<file path="src/rtl/seg_scan_ctrl.sv">
// seg_scan_ctrl
// Time-multiplexed scan controller for an NDIG-digit common-anode 7-segment
// display that shares one segment bus. A packed BCD value arrives on a
// valid/ready write port and waits in a shadow register. It is copied into the
// displayed register only at a frame boundary, so a frame never mixes old and
// new digits.
//
// Ports:
//   clk        system clock
//   rst        synchronous active-high reset
//   wr_valid   write request
//   wr_ready   controller can accept a write (no value pending)
//   wr_data    packed BCD, nibble k -> digit k
//   lzb_en     leading-zero blanking enable (combinational effect)
//   an         digit enables, active-low, exactly one bit low
//   seg        segments {g,f,e,d,c,b,a}, active-low
//   frame_tick one-cycle pulse in the last cycle of each frame
module seg_scan_ctrl #(
    parameter int NDIG = 4,
    parameter int DIV  = 1000
) (
    input  logic              clk,
    input  logic              rst,
    input  logic              wr_valid,
    output logic              wr_ready,
    input  logic [4*NDIG-1:0] wr_data,
    input  logic              lzb_en,
    output logic [NDIG-1:0]   an,
    output logic [6:0]        seg,
    output logic              frame_tick
);

    localparam int CW = (DIV > 1) ? $clog2(DIV) : 1;
    localparam int IW = (NDIG > 1) ? $clog2(NDIG) : 1;
    localparam logic [CW-1:0] CNT_MAX  = CW'(DIV - 1);
    localparam logic [IW-1:0] LAST_IDX = IW'(NDIG - 1);

    logic [CW-1:0]     cnt_reg, cnt_next;
    logic [IW-1:0]     idx_reg, idx_next;
    logic              pend_vld_reg, pend_vld_next;
    logic [4*NDIG-1:0] pend_reg, pend_next;
    logic [4*NDIG-1:0] disp_reg, disp_next;

    logic slot_end;
    logic frame_end;
    logic wr_fire;

    assign slot_end   = (cnt_reg == CNT_MAX);
    assign frame_end  = slot_end && (idx_reg == LAST_IDX);
    assign wr_ready   = !pend_vld_reg;
    assign wr_fire    = wr_valid && wr_ready;
    assign frame_tick = frame_end;

    // Next-state logic. A write and a frame-boundary copy can never collide:
    // the copy needs pend_vld=1, a transfer needs pend_vld=0. A write taken in
    // the boundary cycle therefore waits for the following boundary.
    always_comb begin
        cnt_next      = cnt_reg + CW'(1);
        idx_next      = idx_reg;
        pend_vld_next = pend_vld_reg;
        pend_next     = pend_reg;
        disp_next     = disp_reg;

        if (slot_end) begin
            cnt_next = '0;
            idx_next = (idx_reg == LAST_IDX) ? '0 : idx_reg + IW'(1);
        end

        if (frame_end && pend_vld_reg) begin
            disp_next     = pend_reg;
            pend_vld_next = 1'b0;
        end

        if (wr_fire) begin
            pend_next     = wr_data;
            pend_vld_next = 1'b1;
        end
    end

    always_ff @(posedge clk) begin
        if (rst) begin
            cnt_reg      <= '0;
            idx_reg      <= '0;
            pend_vld_reg <= 1'b0;
            pend_reg     <= '0;
            disp_reg     <= '1;   // all nibbles 4'hF: display starts blank
        end else begin
            cnt_reg      <= cnt_next;
            idx_reg      <= idx_next;
            pend_vld_reg <= pend_vld_next;
            pend_reg     <= pend_next;
            disp_reg     <= disp_next;
        end
    end

    // Per-digit views of the displayed value. zero_from[k] is set when
    // nibbles k..NDIG-1 are all zero, i.e. digit k is a leading zero.
    logic [3:0]  nib [NDIG];
    logic [NDIG:0] zero_from;

    assign zero_from[NDIG] = 1'b1;

    genvar gi;
    generate
        for (gi = 0; gi < NDIG; gi++) begin : g_digit
            assign nib[gi]       = disp_reg[4*gi +: 4];
            assign zero_from[gi] = zero_from[gi+1] && (disp_reg[4*gi +: 4] == 4'd0);
            assign an[gi]        = (idx_reg != IW'(gi));
        end
    endgenerate

    logic [3:0] cur_nib;
    logic       lz_blank;

    assign cur_nib  = nib[idx_reg];
    // Digit 0 always shows, so a value of zero still reads "0".
    assign lz_blank = lzb_en && (idx_reg != '0) && zero_from[idx_reg];

    always_comb begin
        seg = 7'b1111111;
        if (!lz_blank) begin
            case (cur_nib)
                4'd0:    seg = 7'b1000000;
                4'd1:    seg = 7'b1111001;
                4'd2:    seg = 7'b0100100;
                4'd3:    seg = 7'b0110000;
                4'd4:    seg = 7'b0011001;
                4'd5:    seg = 7'b0010010;
                4'd6:    seg = 7'b0000010;
                4'd7:    seg = 7'b1111000;
                4'd8:    seg = 7'b0000000;
                4'd9:    seg = 7'b0010000;
                default: seg = 7'b1111111;  // non-BCD nibbles are blank
            endcase
        end
    end

endmodule

</file>
<file path="config.mk">
export PLATFORM = sky130hd
export DESIGN_NAME = seg_scan_ctrl
export DESIGN_NICKNAME = d
export VERILOG_FILES = /design/src/rtl/seg_scan_ctrl.sv
export SDC_FILE = /design/constraint.sdc
export NUM_CORES = 1
export LEC_CHECK = 0
export BUFFER_PORTS_ARGS = -buffer_cell sky130_fd_sc_hd__buf_4
export CORE_MARGIN = 3
export CORE_UTILIZATION = 50
export CTS_BUF_LIST = sky130_fd_sc_hd__clkbuf_16
export DETAILED_ROUTE_END_ITERATION = 7
export PLACE_DENSITY = 0.81
export SYNTH_ARGS = -nofsm -noshare
export SYNTH_HDL_FRONTEND = slang
export SYNTH_SLANG_ARGS = --single-unit
</file>
<file path="constraint.sdc">
create_clock -name clk -period 4.8 [get_ports clk]
set_input_delay 0.48 -clock clk [delete_from_list [all_inputs] [get_ports clk]]
set_output_delay 0.48 -clock clk [all_outputs]
set_load 0.01 [all_outputs]
</file>
==> results of run 1 <==
## layout make-up
cell class	count	area, um2	area share (%)
inverters	13	48.8	1.93
repair buffers	33	248	9.80
clock inverters	3	37.5	1.48
clock buffers	5	125	4.95
multi-input cells	172	1110	43.7
flip-flops and latches	45	901	35.6
well taps	50	62.6	2.47
## metrics by stage
step                instance area, um2  setup WS [ns]  total power [W]  std cells
global placement                  2370           2.33         0.000435        313
CTS                               2530           1.95         0.000805        321
global route                      2530           1.78         0.000834        321
detailed placement                2370           2.25         0.000436        313
floorplan                         2140           2.38         0.000419        246
finish                            2530           1.98         0.000799        321
## layer usage
metal	wire length, um	GRT usage, %
met1	1860	21.4
met3	215	4.63
met5	0	0
met4	78	7.31
met2	1920	28.1
## logic make-up (layout without fill, tap and decap cells)
group / Yosys count / count (layout) / synth area share [%]
AO/OA/AOI/OAI: 47 / 47 / 14.5
XOR/XNOR: 8 / 8 / 3.28
adder cells (fa/ha/maj): 10 / 10 / 5.85
buffers and inverters: 29 / 54 / 6.09
flip-flops: 45 / 45 / 42.2
multiplexers: 7 / 7 / 5.62
AND/OR/NAND/NOR: 100 / 100 / 22.5
## power by group through the flow
stage                     Clock [W]  Combinational (W)  Sequential, W
after CTS                  0.000377          0.0000389       0.000389
after global placement            0          0.0000380       0.000397
after detailed placement          0          0.0000385       0.000398
after floorplan                   0          0.0000229       0.000396
final                      0.000371          0.0000383       0.000389
after global routing       0.000399          0.0000438       0.000391
## layout by cell type (no fill, tap or decap), types with 6 or more instances in the layout
cell type	synthesis	final
nand2_1	40	40
inv_1	13	14
ha_1	10	10
and2_1	17	17
nor2_1	17	17
a211o_1	17	17
o21ai_0	6	6
dfxtp_1	45	45
buf_4	0	33
a21oi_1	20	20
## worst reg2reg max path, stage by stage, from the launching register on
cell      delay, ns
dfxtp_1        0.35
ha_1           0.23
nand4b_1       0.12
or3_1          0.43
or2_1          0.47
a211o_1        0.37
## final timing paths
path	to	slack, ns	cells past startpoint
min	pend_reg[2]$_SDFFE_PP0P_	0.44	3
max reg2reg	disp_reg[11]$_SDFFE_PP1P_	2.72	5
min reg2reg	cnt_reg[0]$_SDFF_PP0_	0.44	1
max	seg[0]	1.98	7
==> impl_metrics.tcl, run 1 <==
set metrics [dict create \
    status "complete, no violations" \
    synth_top_area_share_pct 42.2 \
    die_area_um2 5090 \
    synth.avg_cell_area_um2 8.69 \
    num_rows 23 \
    worstPathCellList "mux4_2 -> inv_1 -> ha_1 -> mux2i_1 -> or2_2 -> nand3_1 -> buf_4" \
    htree_levels 2 \
    synth-seq-cells 45 \
    worstPathRequired_ns 4.32 \
    area_delta_synth_final_pct 18.3 \
    grt_max_degree 39 \
    grt.overflow.total 0 \
    post-route-min-period_ns 2.82 \
    grtUsageTotal_pct 17.2 \
    ys_seq_area_share_pct 42.2 \
    holdWs_ns 0.440 \
    cts_buffers 5 \
    synth_nets 276 \
    yosys_warnings 0 \
    hold_path_class "in2reg" \
    maxSlewHeadroom_pct 34.6 \
    rsz0062_at_grt "false" \
    cp-start-kind "register" \
    antenna_found_initial 0 \
    synth_common_cells "45 x dfxtp_1, 40 x nand2_1, 20 x a21oi_1" \
    cts_setup_buffers 0 \
    skew_ns 0.00190 \
    crit_start "idx_reg[0]$_SDFFE_PP0N_" \
    drc 0 \
    async_flop_share_pct 0 \
    powerDensity_nw_per_um2 316 \
    critPathTopFamily "multiplexers" \
    via_per_inst 5.36 \
    dp_hpwl_mm 2.86 \
    drive_above_1_share_pct 16.6 \
    ys_top_cells_by_area "dfxtp_1 42%, nand2_1 7.0%, a211o_1 7.0%" \
    min_from "wr_data[2]" \
    p_clk_share_pct 46.5 \
    synthCells 246 \
    p_leak_nw 1.01 \
    io_buffers 32 \
    cts_tree "built" \
    p_int_w 0.000644 \
    core-area_um2 4060 \
    die_w_um 71.4 \
    grt_pass1_vias 1564 \
    cp_max_fo 9 \
    post-route-util_pct 62.3 \
    fin_crit_sh_pct 58.8 \
    r2r-start "cnt_reg[0]$_SDFF_PP0_" \
    layout.nets 300 \
    finalWirelength_mm 4.08 \
    yosysMostFrequentCell "dfxtp_1" \
    initial_core_util_pct 52.7 \
    ir_drop_mv 0.261 \
    synth_edf_count 0 \
    end_kind "output port" \
    switchingPower_w 0.000155 \
    path_clk_slew_ns 0.06 \
    place_congestion 0.853 \
    grt_pass1_wl_mm 6.91 \
    clock_latency_ns 0.28 \
    pwr-share-comb_pct 4.8 \
    pin_count 33 \
    criticalPathCategory "reg2out" \
    root_buffer "clkbuf_16" \
    holdBufCountCts 0 \
    pwr-share-seq_pct 48.7 \
    worst_slew_pin_slew_ns 0.979 \
    hold_viol_final 0 \
    wire_per_inst_um 12.7 \
    die_h_um 71.4 \
    ant_nets 0 \
    cts.sink_count 45 \
    netlist.top_cell.by_area "dfxtp_1" \
    fin_setup_tns_ns 0 \
    fillCellCount 347 \
    drtIter0Drc 86 \
    synth_cell_types 34 \
    crit_buf_inv 2 \
    maxCapViolCount 0 \
    synth_area_um2 2140 \
    n_antenna_cell 0 \
    cts_max_path_buffers 2 \
    ctsResizeCount 0 \
    num_vias 1720 \
    cp_slowest_cell "mux4_2" \
    finalSetupViolCount 0 \
    cp.arrival_ns 2.34 \
    dr.pass1.iters 4 \
    ys.flop_type "dfxtp_1" \
    switching_share_pct 19.4 \
    max_stage_delay_ns 0.64 \
    drv_slew 0 \
    max_freq_mhz 355 \
]
No activity file was read; power rests on OpenSTA's default activity.
==> run 2, diff against run 1 <==
==> constraint.sdc (replaced) <==
create_clock -name clk -period 2.9 [get_ports clk]
set_input_delay 0.29 -clock clk [delete_from_list [all_inputs] [get_ports clk]]
set_output_delay 0.29 -clock clk [all_outputs]
set_load 0.01 [all_outputs]
==> run 2 against run 1 <==
Combinational power increased by 65%. Sequential share of layout area unchanged. Non-clock buffer count unchanged. Routed wire length decreased by 2.7%. Critical path type unchanged. Register-to-register slack got worse by 1.9 ns. First-iteration DRC count unchanged. Critical path depth unchanged.
==> impl_metrics.tcl, run 2 (same netlist as run 1, synthesis figures left out) <==
set metrics [dict create \
    status "complete, no violations" \
    crit_start "idx_reg[0]$_SDFFE_PP0N_" \
    cts_setup_buffers 0 \
    grt_pass1_vias 1566 \
    place_congestion 0.853 \
    core-area_um2 4060 \
    grtUsageTotal_pct 16.9 \
    grt.overflow.total 0 \
    finalWirelength_mm 3.96 \
    drv_slew 0 \
    worstPathRequired_ns 2.61 \
    ant_nets 0 \
    worst_slew_pin_slew_ns 0.987 \
    via_per_inst 5.33 \
    drive_above_1_share_pct 16.6 \
    io_buffers 32 \
    end_kind "output port" \
    hold_viol_final 0 \
    fin_ws_ns 0.284 \
    criticalPathCategory "reg2out" \
    ctsResizeCount 0 \
    rsz0062_at_grt "false" \
    p_leak_nw 1.01 \
    grt_max_degree 39 \
    root_buffer "clkbuf_16" \
    ir_drop_mv 0.394 \
    dr.pass1.iters 4 \
    final_common_cell "dfxtp_1" \
    cp.arrival_ns 2.33 \
    clock_latency_ns 0.28 \
    antenna_found_initial 0 \
    setup.reg_to_reg.worst_slack_ns 0.82 \
    post-route-min-period_ns 2.62 \
    rr_endpoint "disp_reg[11]$_SDFFE_PP1P_" \
    die_w_um 71.4 \
    cts_buffers 5 \
    mostFrequentLayoutCells "45 x dfxtp_1, 40 x nand2_1, 33 x buf_4" \
    finalSetupViolCount 0 \
    area_delta_synth_final_pct 18.3 \
    num_vias 1712 \
    maxSlewHeadroom_pct 34.1 \
    skew_ns 0.00250 \
    n_antenna_cell 0 \
    fin_cells 321 \
    fin_setup_tns_ns 0 \
    wire_per_inst_um 12.3 \
    layout.nets 300 \
    grt_pass1_wl_mm 6.85 \
    powerDensity_nw_per_um2 521 \
    die_area_um2 5090 \
    die_h_um 71.4 \
    cp_max_fo 9 \
    drtIter0Drc 86 \
    cts_max_path_buffers 2 \
    hold_path_class "in2reg" \
    fin_crit_sh_pct 90.2 \
    dp_slack_ns 0.536 \
    reg2regPathDepth 5 \
    initial_core_util_pct 52.7 \
    holdBufCountCts 0 \
    r2r-start "cnt_reg[0]$_SDFF_PP0_" \
    htree_levels 2 \
    placed_cells 313 \
    endpoint "seg[0]" \
    fillCellCount 356 \
    pin_count 33 \
    cp-start-kind "register" \
    max_freq_mhz 382 \
    cts_tree "built" \
    dp_hpwl_mm 2.88 \
    holdPathStages 3 \
    cts.sink_count 45 \
    drc 0 \
    num_rows 23 \
    path_clk_slew_ns 0.06 \
    maxCapViolCount 0 \
]
[run 2: layer usage]
metal  GRT usage, %  share of wire (%)  vias to the layer above
li1               -                  -                      878
met4           7.31                1.7                        0
met1           21.7                 46                      797
met2           26.5                 48                       31
met3           4.77                4.6                        6
met5              0                  0                        -
[run 2: metrics by stage]
step / instance area (um2) / total power, W / hold slack (ns) / util [%]
3_3_place_gp: 2370 / 0.000720 / 0.430 / 58.3
2_1_floorplan: 2140 / 0.000693 / 0.418 / -
6_report: 2530 / 0.00132 / 0.253 / 62.3
3_5_place_dp: 2370 / 0.000722 / 0.436 / 58.3
5_1_grt: 2530 / 0.00138 / 0.247 / 62.3
4_1_cts: 2530 / 0.00133 / 0.250 / 62.3
[run 2: power breakdown]
group          internal, W  leakage (nW)  switching (W)
sequential        0.000636         0.367     0.00000900
clock             0.000399        0.0826       0.000211
combinational    0.0000302         0.562      0.0000330
total              0.00107          1.01       0.000253
[run 2: worst min-delay path by stage]
stage	start	to	slack (ns)
after floorplan	cnt_reg[0]$_SDFF_PP0_	cnt_reg[0]$_SDFF_PP0_	0.42
after global placement	cnt_reg[0]$_SDFF_PP0_	cnt_reg[0]$_SDFF_PP0_	0.43
after detailed placement	cnt_reg[0]$_SDFF_PP0_	cnt_reg[0]$_SDFF_PP0_	0.44
after CTS	wr_data[14]	pend_reg[14]$_SDFFE_PP0P_	0.25
after global routing	wr_data[7]	pend_reg[7]$_SDFFE_PP0P_	0.25
final	wr_data[2]	pend_reg[2]$_SDFFE_PP0P_	0.25
[run 2: area by class of cell]
cell class	instances	area, um2	share of cell area (%)
Multi-Input combinational cell	172	1110	43.7
Clock inverter	3	37.5	1.48
Tap cell	50	62.6	2.47
Clock buffer	5	125	4.95
Inverter	13	48.8	1.93
Sequential cell	45	901	35.6
Timing Repair Buffer	33	248	9.80
[run 2: critical path, cell delays in order, from the launching register on]
cell and delay (ns):
dfxtp_1 0.55, mux4_2 0.64, inv_1 0.16, ha_1 0.16, mux2i_1 0.05, or2_2 0.29
nand3_1 0.08, buf_4 0.12
